<file path="src/rtl/mips_pkg.sv">
// Shared opcode/funct encodings, ALU and memory-mode codes, FSM states and the
// decoded control-flag bundle used by the decode stage and its pipeline register.
package mips_pkg;

    localparam logic [5:0] OP_RTYPE = 6'd0;
    localparam logic [5:0] OP_J     = 6'd2;
    localparam logic [5:0] OP_JAL   = 6'd3;
    localparam logic [5:0] OP_BEQ   = 6'd4;
    localparam logic [5:0] OP_BNE   = 6'd5;
    localparam logic [5:0] OP_BLEZ  = 6'd6;
    localparam logic [5:0] OP_BGTZ  = 6'd7;
    localparam logic [5:0] OP_ADDI  = 6'd8;
    localparam logic [5:0] OP_ADDIU = 6'd9;
    localparam logic [5:0] OP_SLTI  = 6'd10;
    localparam logic [5:0] OP_SLTIU = 6'd11;
    localparam logic [5:0] OP_ANDI  = 6'd12;
    localparam logic [5:0] OP_ORI   = 6'd13;
    localparam logic [5:0] OP_XORI  = 6'd14;
    localparam logic [5:0] OP_LW    = 6'd35;
    localparam logic [5:0] OP_SB    = 6'd40;
    localparam logic [5:0] OP_SH    = 6'd41;
    localparam logic [5:0] OP_SW    = 6'd43;

    localparam logic [5:0] FN_SLL     = 6'd0;
    localparam logic [5:0] FN_SRL     = 6'd2;
    localparam logic [5:0] FN_SRA     = 6'd3;
    localparam logic [5:0] FN_SLLV    = 6'd4;
    localparam logic [5:0] FN_JR      = 6'd8;
    localparam logic [5:0] FN_SYSCALL = 6'd12;
    localparam logic [5:0] FN_ADD     = 6'd32;
    localparam logic [5:0] FN_ADDU    = 6'd33;
    localparam logic [5:0] FN_SUB     = 6'd34;
    localparam logic [5:0] FN_AND     = 6'd36;
    localparam logic [5:0] FN_OR      = 6'd37;
    localparam logic [5:0] FN_XOR     = 6'd38;
    localparam logic [5:0] FN_NOR     = 6'd39;
    localparam logic [5:0] FN_SLT     = 6'd42;
    localparam logic [5:0] FN_SLTU    = 6'd43;

    localparam logic [3:0] ALU_SLL  = 4'd0;
    localparam logic [3:0] ALU_SRA  = 4'd1;
    localparam logic [3:0] ALU_SRL  = 4'd2;
    localparam logic [3:0] ALU_ADD  = 4'd5;
    localparam logic [3:0] ALU_SUB  = 4'd6;
    localparam logic [3:0] ALU_AND  = 4'd7;
    localparam logic [3:0] ALU_OR   = 4'd8;
    localparam logic [3:0] ALU_XOR  = 4'd9;
    localparam logic [3:0] ALU_NOR  = 4'd10;
    localparam logic [3:0] ALU_SLT  = 4'd11;
    localparam logic [3:0] ALU_SLTU = 4'd12;
    localparam logic [3:0] ALU_NONE = 4'd13;

    localparam logic [1:0] MODE_BYTE = 2'b00;
    localparam logic [1:0] MODE_HALF = 2'b01;
    localparam logic [1:0] MODE_WORD = 2'b10;

    typedef enum logic {
        ST_RUN  = 1'b0,
        ST_HALT = 1'b1
    } state_t;

    typedef struct packed {
        logic memtoreg;
        logic memwrite;
        logic alu_src;
        logic regwrite;
        logic signedext;
        logic beq;
        logic bne;
        logic bgtz;
        logic blez;
        logic jr;
        logic jmp;
        logic jal;
        logic shift;
        logic syscall;
        logic illegal;
    } ctrl_flags_t;

endpackage

</file>
<file path="src/rtl/ctrl_decode.sv">
// Purely combinational instruction decoder: turns a 32-bit MIPS word into the
// control word registered by pipe_ctrl, plus the register fields needed for hazards.
module ctrl_decode
    import mips_pkg::*;
#(
    parameter int ALU_OP_W = 4
)
(
    input  logic [31:0]         instr,
    output logic [ALU_OP_W-1:0] alu_op,
    output logic [1:0]          mode,
    output logic [4:0]          dst,
    output ctrl_flags_t         flags,
    output logic [4:0]          rs,
    output logic [4:0]          rt,
    output logic                reads_rt
);

    logic [5:0] op;
    logic [5:0] func;
    logic [4:0] rd;
    logic [3:0] alu;
    logic       legal;
    logic       unused_shamt;

    assign op           = instr[31:26];
    assign func         = instr[5:0];
    assign rs           = instr[25:21];
    assign rt           = instr[20:16];
    assign rd           = instr[15:11];
    assign unused_shamt = ^instr[10:6];

    always_comb begin
        alu   = ALU_NONE;
        mode  = MODE_WORD;
        dst   = rt;
        flags = '0;
        legal = 1'b1;
        if (op == OP_RTYPE) begin
            dst = rd;
            case (func)
                FN_SLL:          begin alu = ALU_SLL;  flags.regwrite = 1'b1; end
                FN_SRL:          begin alu = ALU_SRL;  flags.regwrite = 1'b1; end
                FN_SRA:          begin alu = ALU_SRA;  flags.regwrite = 1'b1; end
                FN_SLLV:         begin alu = ALU_SLL;  flags.regwrite = 1'b1; flags.shift = 1'b1; end
                FN_JR:           begin flags.jr = 1'b1; flags.jmp = 1'b1; end
                FN_SYSCALL:      flags.syscall = 1'b1;
                FN_ADD, FN_ADDU: begin alu = ALU_ADD;  flags.regwrite = 1'b1; end
                FN_SUB:          begin alu = ALU_SUB;  flags.regwrite = 1'b1; end
                FN_AND:          begin alu = ALU_AND;  flags.regwrite = 1'b1; end
                FN_OR:           begin alu = ALU_OR;   flags.regwrite = 1'b1; end
                FN_XOR:          begin alu = ALU_XOR;  flags.regwrite = 1'b1; end
                FN_NOR:          begin alu = ALU_NOR;  flags.regwrite = 1'b1; end
                FN_SLT:          begin alu = ALU_SLT;  flags.regwrite = 1'b1; end
                FN_SLTU:         begin alu = ALU_SLTU; flags.regwrite = 1'b1; end
                default:         legal = 1'b0;
            endcase
        end else begin
            case (op)
                OP_J:    flags.jmp = 1'b1;
                OP_JAL: begin
                    flags.jmp      = 1'b1;
                    flags.jal      = 1'b1;
                    flags.regwrite = 1'b1;
                    dst            = 5'd31;
                end
                OP_BEQ:  flags.beq  = 1'b1;
                OP_BNE:  flags.bne  = 1'b1;
                OP_BLEZ: flags.blez = 1'b1;
                OP_BGTZ: flags.bgtz = 1'b1;
                OP_ADDI, OP_ADDIU, OP_SLTI, OP_SLTIU: begin
                    alu             = (op == OP_SLTI)  ? ALU_SLT  :
                                      (op == OP_SLTIU) ? ALU_SLTU : ALU_ADD;
                    flags.regwrite  = 1'b1;
                    flags.alu_src   = 1'b1;
                    flags.signedext = 1'b1;
                end
                OP_ANDI, OP_ORI, OP_XORI: begin
                    alu            = (op == OP_ANDI) ? ALU_AND :
                                     (op == OP_ORI)  ? ALU_OR  : ALU_XOR;
                    flags.regwrite = 1'b1;
                    flags.alu_src  = 1'b1;
                end
                OP_LW: begin
                    alu             = ALU_ADD;
                    flags.regwrite  = 1'b1;
                    flags.memtoreg  = 1'b1;
                    flags.alu_src   = 1'b1;
                    flags.signedext = 1'b1;
                end
                OP_SB, OP_SH, OP_SW: begin
                    alu             = ALU_ADD;
                    flags.memwrite  = 1'b1;
                    flags.alu_src   = 1'b1;
                    flags.signedext = 1'b1;
                    mode            = (op == OP_SB) ? MODE_BYTE :
                                      (op == OP_SH) ? MODE_HALF : MODE_WORD;
                end
                default: legal = 1'b0;
            endcase
        end
        // Unknown encodings carry only the illegal flag so nothing downstream acts on them.
        if (!legal) begin
            alu           = '0;
            mode          = 2'b00;
            dst           = rt;
            flags         = '0;
            flags.illegal = 1'b1;
        end
    end

    assign alu_op   = ALU_OP_W'(alu);
    assign reads_rt = (op == OP_RTYPE) || (op == OP_BEQ) || (op == OP_BNE) ||
                      (op == OP_SB) || (op == OP_SH) || (op == OP_SW);

endmodule

</file>
<file path="src/rtl/pipe_ctrl.sv">
// Decode pipeline stage: registers the decoded control word, injects bubbles on
// load-use hazards, honours stall/flush, and halts on SYSCALL until resume.
module pipe_ctrl
    import mips_pkg::*;
#(
    parameter int ALU_OP_W = 4,
    parameter int CNT_W    = 16
)
(
    input  logic                clk,
    input  logic                rst,
    input  logic [31:0]         instr,
    input  logic                valid_in,
    output logic                ready_out,
    input  logic                stall_in,
    input  logic                flush_in,
    input  logic                resume,
    output logic                valid_out,
    output logic [ALU_OP_W-1:0] alu_op,
    output logic [1:0]          mode,
    output logic [4:0]          dst,
    output logic                memtoreg,
    output logic                memwrite,
    output logic                alu_src,
    output logic                regwrite,
    output logic                signedext,
    output logic                beq,
    output logic                bne,
    output logic                bgtz,
    output logic                blez,
    output logic                jr,
    output logic                jmp,
    output logic                jal,
    output logic                shift,
    output logic                syscall,
    output logic                illegal,
    output logic                halted,
    output logic [CNT_W-1:0]    bubble_cnt
);

    logic [ALU_OP_W-1:0] dec_alu_op;
    logic [1:0]          dec_mode;
    logic [4:0]          dec_dst;
    ctrl_flags_t         dec_flags;
    logic [4:0]          dec_rs;
    logic [4:0]          dec_rt;
    logic                dec_reads_rt;

    ctrl_decode #(.ALU_OP_W(ALU_OP_W)) u_decode (
        .instr    (instr),
        .alu_op   (dec_alu_op),
        .mode     (dec_mode),
        .dst      (dec_dst),
        .flags    (dec_flags),
        .rs       (dec_rs),
        .rt       (dec_rt),
        .reads_rt (dec_reads_rt)
    );

    state_t              state_q, state_d;
    logic                valid_q, valid_d;
    logic [ALU_OP_W-1:0] alu_op_q, alu_op_d;
    logic [1:0]          mode_q, mode_d;
    logic [4:0]          dst_q, dst_d;
    ctrl_flags_t         flags_q, flags_d;
    logic [CNT_W-1:0]    cnt_q, cnt_d;

    logic hazard;
    logic accept;

    // Load-use: the registered word is a load whose target the incoming word reads.
    assign hazard = valid_in && valid_q && flags_q.memtoreg && (dst_q != 5'd0) &&
                    ((dst_q == dec_rs) || ((dst_q == dec_rt) && dec_reads_rt));

    assign ready_out = !rst && (state_q == ST_RUN) && !stall_in && !hazard && !flush_in;
    assign accept    = valid_in && ready_out;

    always_comb begin
        state_d  = state_q;
        valid_d  = valid_q;
        alu_op_d = alu_op_q;
        mode_d   = mode_q;
        dst_d    = dst_q;
        flags_d  = flags_q;
        cnt_d    = cnt_q;

        if (flush_in || !stall_in) begin
            valid_d  = 1'b0;
            alu_op_d = '0;
            mode_d   = '0;
            dst_d    = '0;
            flags_d  = '0;
            if (accept) begin
                valid_d  = 1'b1;
                alu_op_d = dec_alu_op;
                mode_d   = dec_mode;
                dst_d    = dec_dst;
                flags_d  = dec_flags;
            end
        end

        if (accept && dec_flags.syscall) begin
            state_d = ST_HALT;
        end else if ((state_q == ST_HALT) && resume) begin
            state_d = ST_RUN;
        end

        if (!flush_in && !stall_in && hazard && (state_q == ST_RUN) &&
            (cnt_q != {CNT_W{1'b1}})) begin
            cnt_d = cnt_q + 1'b1;
        end
    end

    always_ff @(posedge clk) begin
        if (rst) begin
            state_q  <= ST_RUN;
            valid_q  <= 1'b0;
            alu_op_q <= '0;
            mode_q   <= '0;
            dst_q    <= '0;
            flags_q  <= '0;
            cnt_q    <= '0;
        end else begin
            state_q  <= state_d;
            valid_q  <= valid_d;
            alu_op_q <= alu_op_d;
            mode_q   <= mode_d;
            dst_q    <= dst_d;
            flags_q  <= flags_d;
            cnt_q    <= cnt_d;
        end
    end

    assign valid_out  = valid_q;
    assign alu_op     = alu_op_q;
    assign mode       = mode_q;
    assign dst        = dst_q;
    assign memtoreg   = flags_q.memtoreg;
    assign memwrite   = flags_q.memwrite;
    assign alu_src    = flags_q.alu_src;
    assign regwrite   = flags_q.regwrite;
    assign signedext  = flags_q.signedext;
    assign beq        = flags_q.beq;
    assign bne        = flags_q.bne;
    assign bgtz       = flags_q.bgtz;
    assign blez       = flags_q.blez;
    assign jr         = flags_q.jr;
    assign jmp        = flags_q.jmp;
    assign jal        = flags_q.jal;
    assign shift      = flags_q.shift;
    assign syscall    = flags_q.syscall;
    assign illegal    = flags_q.illegal;
    assign halted     = (state_q == ST_HALT);
    assign bubble_cnt = cnt_q;

endmodule

</file>
<file path="config.mk">
export PLATFORM = sky130hd
export DESIGN_NAME = pipe_ctrl
export DESIGN_NICKNAME = d
export VERILOG_FILES = /design/src/rtl/mips_pkg.sv /design/src/rtl/ctrl_decode.sv /design/src/rtl/pipe_ctrl.sv
export SDC_FILE = /design/constraint.sdc
export NUM_CORES = 1
export LEC_CHECK = 0
export CAP_MARGIN = 20
export CELL_PAD_IN_SITES_DETAIL_PLACEMENT = 0
export CELL_PAD_IN_SITES_GLOBAL_PLACEMENT = 2
export CORE_AREA = 5 5 159 85
export DETAILED_ROUTE_END_ITERATION = 6
export DIE_AREA = 0 0 164 90
export PLACE_DENSITY_LB_ADDON = 0.08
export SYNTH_ARGS = -nofsm -noshare
export SYNTH_HDL_FRONTEND = slang
export SYNTH_SLANG_ARGS = --single-unit
export TNS_END_PERCENT = 100
</file>
<file path="constraint.sdc">
create_clock -name clk -period 2.3 [get_ports clk]
set_input_delay 0.46 -clock clk [delete_from_list [all_inputs] [get_ports clk]]
set_output_delay 0.46 -clock clk [all_outputs]
set_load 0.02 [all_outputs]
</file>
Word-level counts from Yosys, hierarchy flattened

Cells that the tools add are included.
Widths: inputs -> output; s select.

Bits in registers: 44
Input bits: 38
Word-level logic and storage cells: 150

Add/subtract/negate cells: 1
Equal/unequal tests: 34
Muxes and demuxes: 49
Bitwise gates (word level): 1
Reductions and logical operators: 44

Operators with widths:

| kind                  | count |
|---|---|
| $eq 6x6->1 const B    | 13 |
| $eq 6x4->1 const B    | 9 |
| $pmux 4 s11           | 1 |
| $eq 6x3->1 const B    | 5 |
| $mux 15               | 2 |
| $mux 1                | 25 |
| $mux 5                | 5 |
| $eq 6x2->1 const B    | 4 |
| $mux 4                | 6 |
| $reduce_or 17->1      | 1 |
| $add 16x1->16 const B | 1 |
| $logic_and 1x1->1     | 16 |
| $mux 2                | 8 |
| $ne 16x16->1 const B  | 1 |
| $reduce_or 15->1      | 1 |
| $reduce_or 13->1      | 1 |
| $logic_not 6->1       | 2 |
| $pmux 4 s3            | 1 |
| $reduce_or 11->1      | 1 |
| $eq 5x5->1            | 2 |
| $reduce_or 9->1       | 1 |
| $reduce_or 4->1       | 2 |
| $reduce_or 8->1       | 1 |
| $logic_or 1x1->1      | 7 |
| other kinds (7)       | 13 |

Depth between registers and ports, before layout

Word-level depth: 15
Depth in mapped cells: 8
Mapped depth without buffers: 6

Hierarchy

From an unflattened synthesis, not the netlist that was laid out.

Cells, all modules: 320
Area total of the unflattened synthesis: 2791.4 um2

Modules (own cells, without submodules):

| module      | instances | cells each | area an instance (um2) | sequential area each (um2) |
|---|---|---|---|---|
| pipe_ctrl   | 1         | 188        | 1903.1                 | 880.8 |
| ctrl_decode | 1         | 132        | 888.4                  | 0.0 |

Least setup slack after synthesis

OpenSTA, ideal clock, no wires.

Kind: register -> output
From: register dst_q[1], in the netlist dst[1]
To: output port ready_out
Arrival time: 1991 ps
Required time: 1840 ps
Setup slack: -151 ps
Stages on the path, launching flop included: 6
Path through: dfxtp_1 > buf_6 > or4_4 > o21ai_2 > nor4_1 > nor4_1

Longest elaborated chain between the ends: 7
Elaborated cells on any way between the ends: 10
Those cells by class: eq/ne (2); reduce/logical (8)

RTL lines:

| element                          | line             | RTL |
|---|---|---|
| start: declaration               | pipe_ctrl.sv:64  | `logic [4:0] dst_q, dst_d;` |
| start signal: assignment         | pipe_ctrl.sv:128 | `dst_q <= dst_d;` |
| $eq 5x5->1                       | pipe_ctrl.sv:73  | `((dst_q == dec_rs) \|\| ((dst_q == dec_rt) && dec_reads_rt));` |
| $logic_and 1x1->1                | pipe_ctrl.sv:73  |  |
| $logic_or 1x1->1                 | pipe_ctrl.sv:73  |  |
| $logic_and 1x1->1 *              | pipe_ctrl.sv:72  | `assign hazard = valid_in && valid_q && flags_q.memtoreg && (dst_q != 5'd0) &&` |
| $logic_not 1->1 *                | pipe_ctrl.sv:75  | `assign ready_out = !rst && (state_q == ST_RUN) && !stall_in && !hazard && !flush_in;` |
| $logic_and 1x1->1 * (2 in a row) | pipe_ctrl.sv:75  |  |
| end: declaration                 | pipe_ctrl.sv:14  | `output logic ready_out,` |

Every way passes the cells marked *; elsewhere a longest branch is shown, timed or not.

Final worst setup path

From: input port instr[27]
To: register cnt_q[14], in the netlist bubble_cnt[14]

Longest elaborated chain between the ends: 12
Elaborated cells on any way between the ends: 17
Those cells by class: eq/ne (5); reduce/logical (12)

RTL lines:

| element                                              | line               | RTL |
|---|---|---|
| start: declaration                                   | pipe_ctrl.sv:12    | `input logic [31:0] instr,` |
| $eq 6x3->1 / $logic_not 6->1 (equally long branches) | ctrl_decode.sv:113 | `assign reads_rt = (op == OP_RTYPE) \|\| (op == OP_BEQ) \|\| (op == OP_BNE) \|\|` |
| $logic_or 1x1->1 (3 in a row)                        | ctrl_decode.sv:113 |  |
| $logic_or 1x1->1                                     | ctrl_decode.sv:114 | `(op == OP_SB) \|\| (op == OP_SH) \|\| (op == OP_SW);` |
| $logic_or 1x1->1 *                                   | ctrl_decode.sv:114 |  |
| $logic_and 1x1->1 *                                  | pipe_ctrl.sv:73    |  |
| $logic_or 1x1->1 *                                   | pipe_ctrl.sv:73    |  |
| $logic_and 1x1->1 *                                  | pipe_ctrl.sv:72    |  |
| $logic_and 1x1->1 * (3 in a row)                     | pipe_ctrl.sv:108   | `if (!flush_in && !stall_in && hazard && (state_q == ST_RUN) &&` |
| end signal: assignment                               | pipe_ctrl.sv:130   | `cnt_q <= cnt_d;` |
| end: declaration                                     | pipe_ctrl.sv:66    | `logic [CNT_W-1:0] cnt_q, cnt_d;` |

Marked as above.
A chain may end at the register's enable or synchronous reset.

==> key figures <==
Drt
  – DR vias/cell: 4.727
  – Vias: 3087
  – Overall routed net length: 10700 um
  – DRT iter0 DRCs: 158
  – Residual DRC count: 0
  – DR pass1 iterations: 4
  – Final ANT Viol Nets: 0
  – WL per Instance: 16.39 um

STA
  – RSZ-0062 raised after global routing: true
  – Worst clock skew: 8.029 ps
  – Final Max Tran Viols: 0
  – Fin crit share: 1.055
  – Highest clock rate: 412.1 MHz
  – Total negative slack: -857.2 ps
  – Final setup vio count: 11
  – Worst hold slack: 445.8 ps
  – Min Tclk post-route: 2426 ps
  – Setup ws final: -126.4 ps
  – Final hold vios: 0
  – Actual slew at the worst max-slew pin: 380.2 ps
  – Rel. slew slack: 0.7451

Logic synthesis
  – Synthesized Nets: 390
  – Mapped Cells: 351
  – Yosys top cell by area: dfxtp_1
  – Yosys cell types: 56
  – Post-Syn Area per Cell: 7.600 um2
  – Post-synth EDFFs: 0
  – Post-synth ARST share: 0
  – Top post-synthesis cells by area: dfxtp_1 33%, a21oi_1 7.5%, nand2_1 5.6%
  – Flops & latches, synth: 44
  – Top FF cell, synth: dfxtp_1
  – Count leader, synth: dfxtp_1
  – Synth top cells by count: 44 x dfxtp_1, 40 x a21oi_1, 40 x nand2_1
  – Yosys warnings: 0
  – Cell area after synthesis: 0.002668 mm2
  – Sequential-to-total area share from yosys stat: 0.3302
  – Yosys top cell area share: 0.3302

Critical path
  – R2R setup slack: -90 ps
  – Arr. time, crit path: 2660 ps
  – Critical-path maximum fanout: 4
  – Crit path top cell by count: or4_4
  – R2r endpoint: memtoreg
  – Slowest CP cell: or4_4
  – R2r worst-path depth: 8
  – RR Startpoint: dst[0]
  – Required time of the critical path: 2530 ps
  – Startpoint types: input port
  – Critical path class: input port to flop
  – Worst Setup End Kind: flop
  – CP max stage delay: 540 ps
  – CP Launch Point: instr[27]
  – Crit path cell chain: buf_6 -> or3_1 -> o32a_1 -> buf_4 -> or4_4 -> o31a_4 -> or4_4 -> a21oi_2

CTS
  – Clk Latency, worst-skew pair: 290 ps
  – CTS buffer count: 5
  – TritonCTS clock tree: yes
  – CTS H-Tree Depth: 2
  – Clock sinks: 44
  – Clk slew on worst S/H paths: 70 ps
  – Max Root-Sink Buffers: 2
  – CTS root buf: clkbuf_16

Global route
  – Antenna violations before repair: 0
  – GR Layer Usage met1: 0.2336
  – Gr busiest metal: met1
  – Met3 usage: 0.04113
  – Pin count of the biggest net entering global routing: 17
  – Global route overflow: 0
  – GRT Util Overall: 0.1422
  – First-pass GRT wire length: 16500 um
  – Met2 Usage GRT: 0.1779
  – Vias in the first global route: 2935

Place
  – Global placer's final weighted congestion: 0.8065
  – Buffers added on ports: 77
  – DP Worst Slack: -715.3 ps
  – Final HPWL DP: 8440 um

Finish
  – P&R area growth vs syn: 68.11%
  – Share of cells above drive strength 1: 0.2547
  – # fillers: 1291
  – Storage cell area: 884.6 um2
  – Antenna diodes: 0
  – Final #Nets: 521
  – Area of the multi-input gates: 0.001813 mm2

Pwr
  – Power per Cell Area: 477.0 mW/mm2
  – Leakage: 1.669 nW
  – Max VDD drop: 188.4 uV
  – Total Power: 2.139 mW

Die
  – Core area: 0.01212 mm2
  – Full die area: 0.01476 mm2
  – IO Pins: 83
  – Starting density of the core: 0.2201
  – Die height: 90 um
  – Die Span X: 164 um
  – Row count: 29

Worst hold path
  – Hold path depth: 2
  – HP Class: flop to flop
  – Worst Hold Path EP: syscall
  – Hold Crit Start: syscall

Run status
  – Status: finished, violations left
  – Failing checks: setup timing

Run
  – MaxCap Viol Count: 0
worst max path at each step:
stage                     endpoint  slack, ps  cells after the start
floorplan           bubble_cnt[14]        -80                      7
global placement         ready_out       -690                      6
detailed placement       ready_out       -720                      6
CTS                 bubble_cnt[14]       -100                      8
global route              memtoreg       -190                      8
finish              bubble_cnt[14]       -130                      8
power by group:
group          leakage, nW  switching (mW)  internal [mW]  total (mW)
combinational         1.21           0.157          0.155       0.312
clock                0.104           0.327          0.733        1.06
sequential           0.356         0.00201          0.765       0.767
total                 1.67           0.486           1.65        2.14
flip-flops by register name (all words and copies together) (netlist names), 2 cells and up:
name	count
alu_op	4
bubble_cnt	16
dst	5
mode	2
placed cells by master (no fill, tap or decap), drive strengths merged, types with 5 or more instances in the layout:
master          n
a21o            5
nand2          40
a211oi          7
xnor2          11
inv             8
o31ai           5
dlygate4sd2     6
nor3            8
nor4            5
o21ai          29
a21oi          40
buf            76
nand4          10
nand3          12
clkdlybuf4s50  66
or4             5
nor2           20
or3            15
dfxtp          44
clkbuf          5
and2            6
nand2b          5
nor2b           7
kinds of logic after synthesis:
group	synth area share
AND/OR/NAND/NOR	0.2885
AO/OA/AOI/OAI	0.2646
flip-flops	0.3302
buffers and inverters	0.05675
XOR/XNOR	0.03940
multiplexers	0.01219
adder cells (fa/ha/maj)	0.008442
cell type report:
type	instances	share of cell area
multi-input cells	274	0.4043
well taps	170	0.04743
flip-flops and latches	44	0.1973
clock inverters	3	0.02009
repair buffers	149	0.2963
clock buffers	5	0.02790
inverters	8	0.006696
repair_timing:
action,4_1_cts,5_1_grt
buffers inserted,2,2
cloned,0,1
setup endpoints to repair,41,36
hold buffers,0,0
pin swaps,8,10
gates resized for setup,37,28
hold endpoints to repair,0,0
through the flow:
step                      utilization  instances  area [um2]
after floorplan                     -        351        2679
after global placement         0.3344        640        4053
after detailed placement       0.3344        640        4053
after CTS                      0.3571        650        4328
after global routing           0.3700        653        4484
final                          0.3700        653        4484
critical path, delay by kind of cell:
family	cells	cell delay (ps)
compound gates	3	540
simple gates	3	1390
buf+inv	2	260
metal layers:
layer	routed length, um	up-vias	part of all wire
li1	-	1561	-
met4	33	0	0.0031
met3	701	2	0.066
met5	0	-	0
met2	3858	76	0.36
met1	6107	1448	0.57
(Power assumes the default switching activity.)
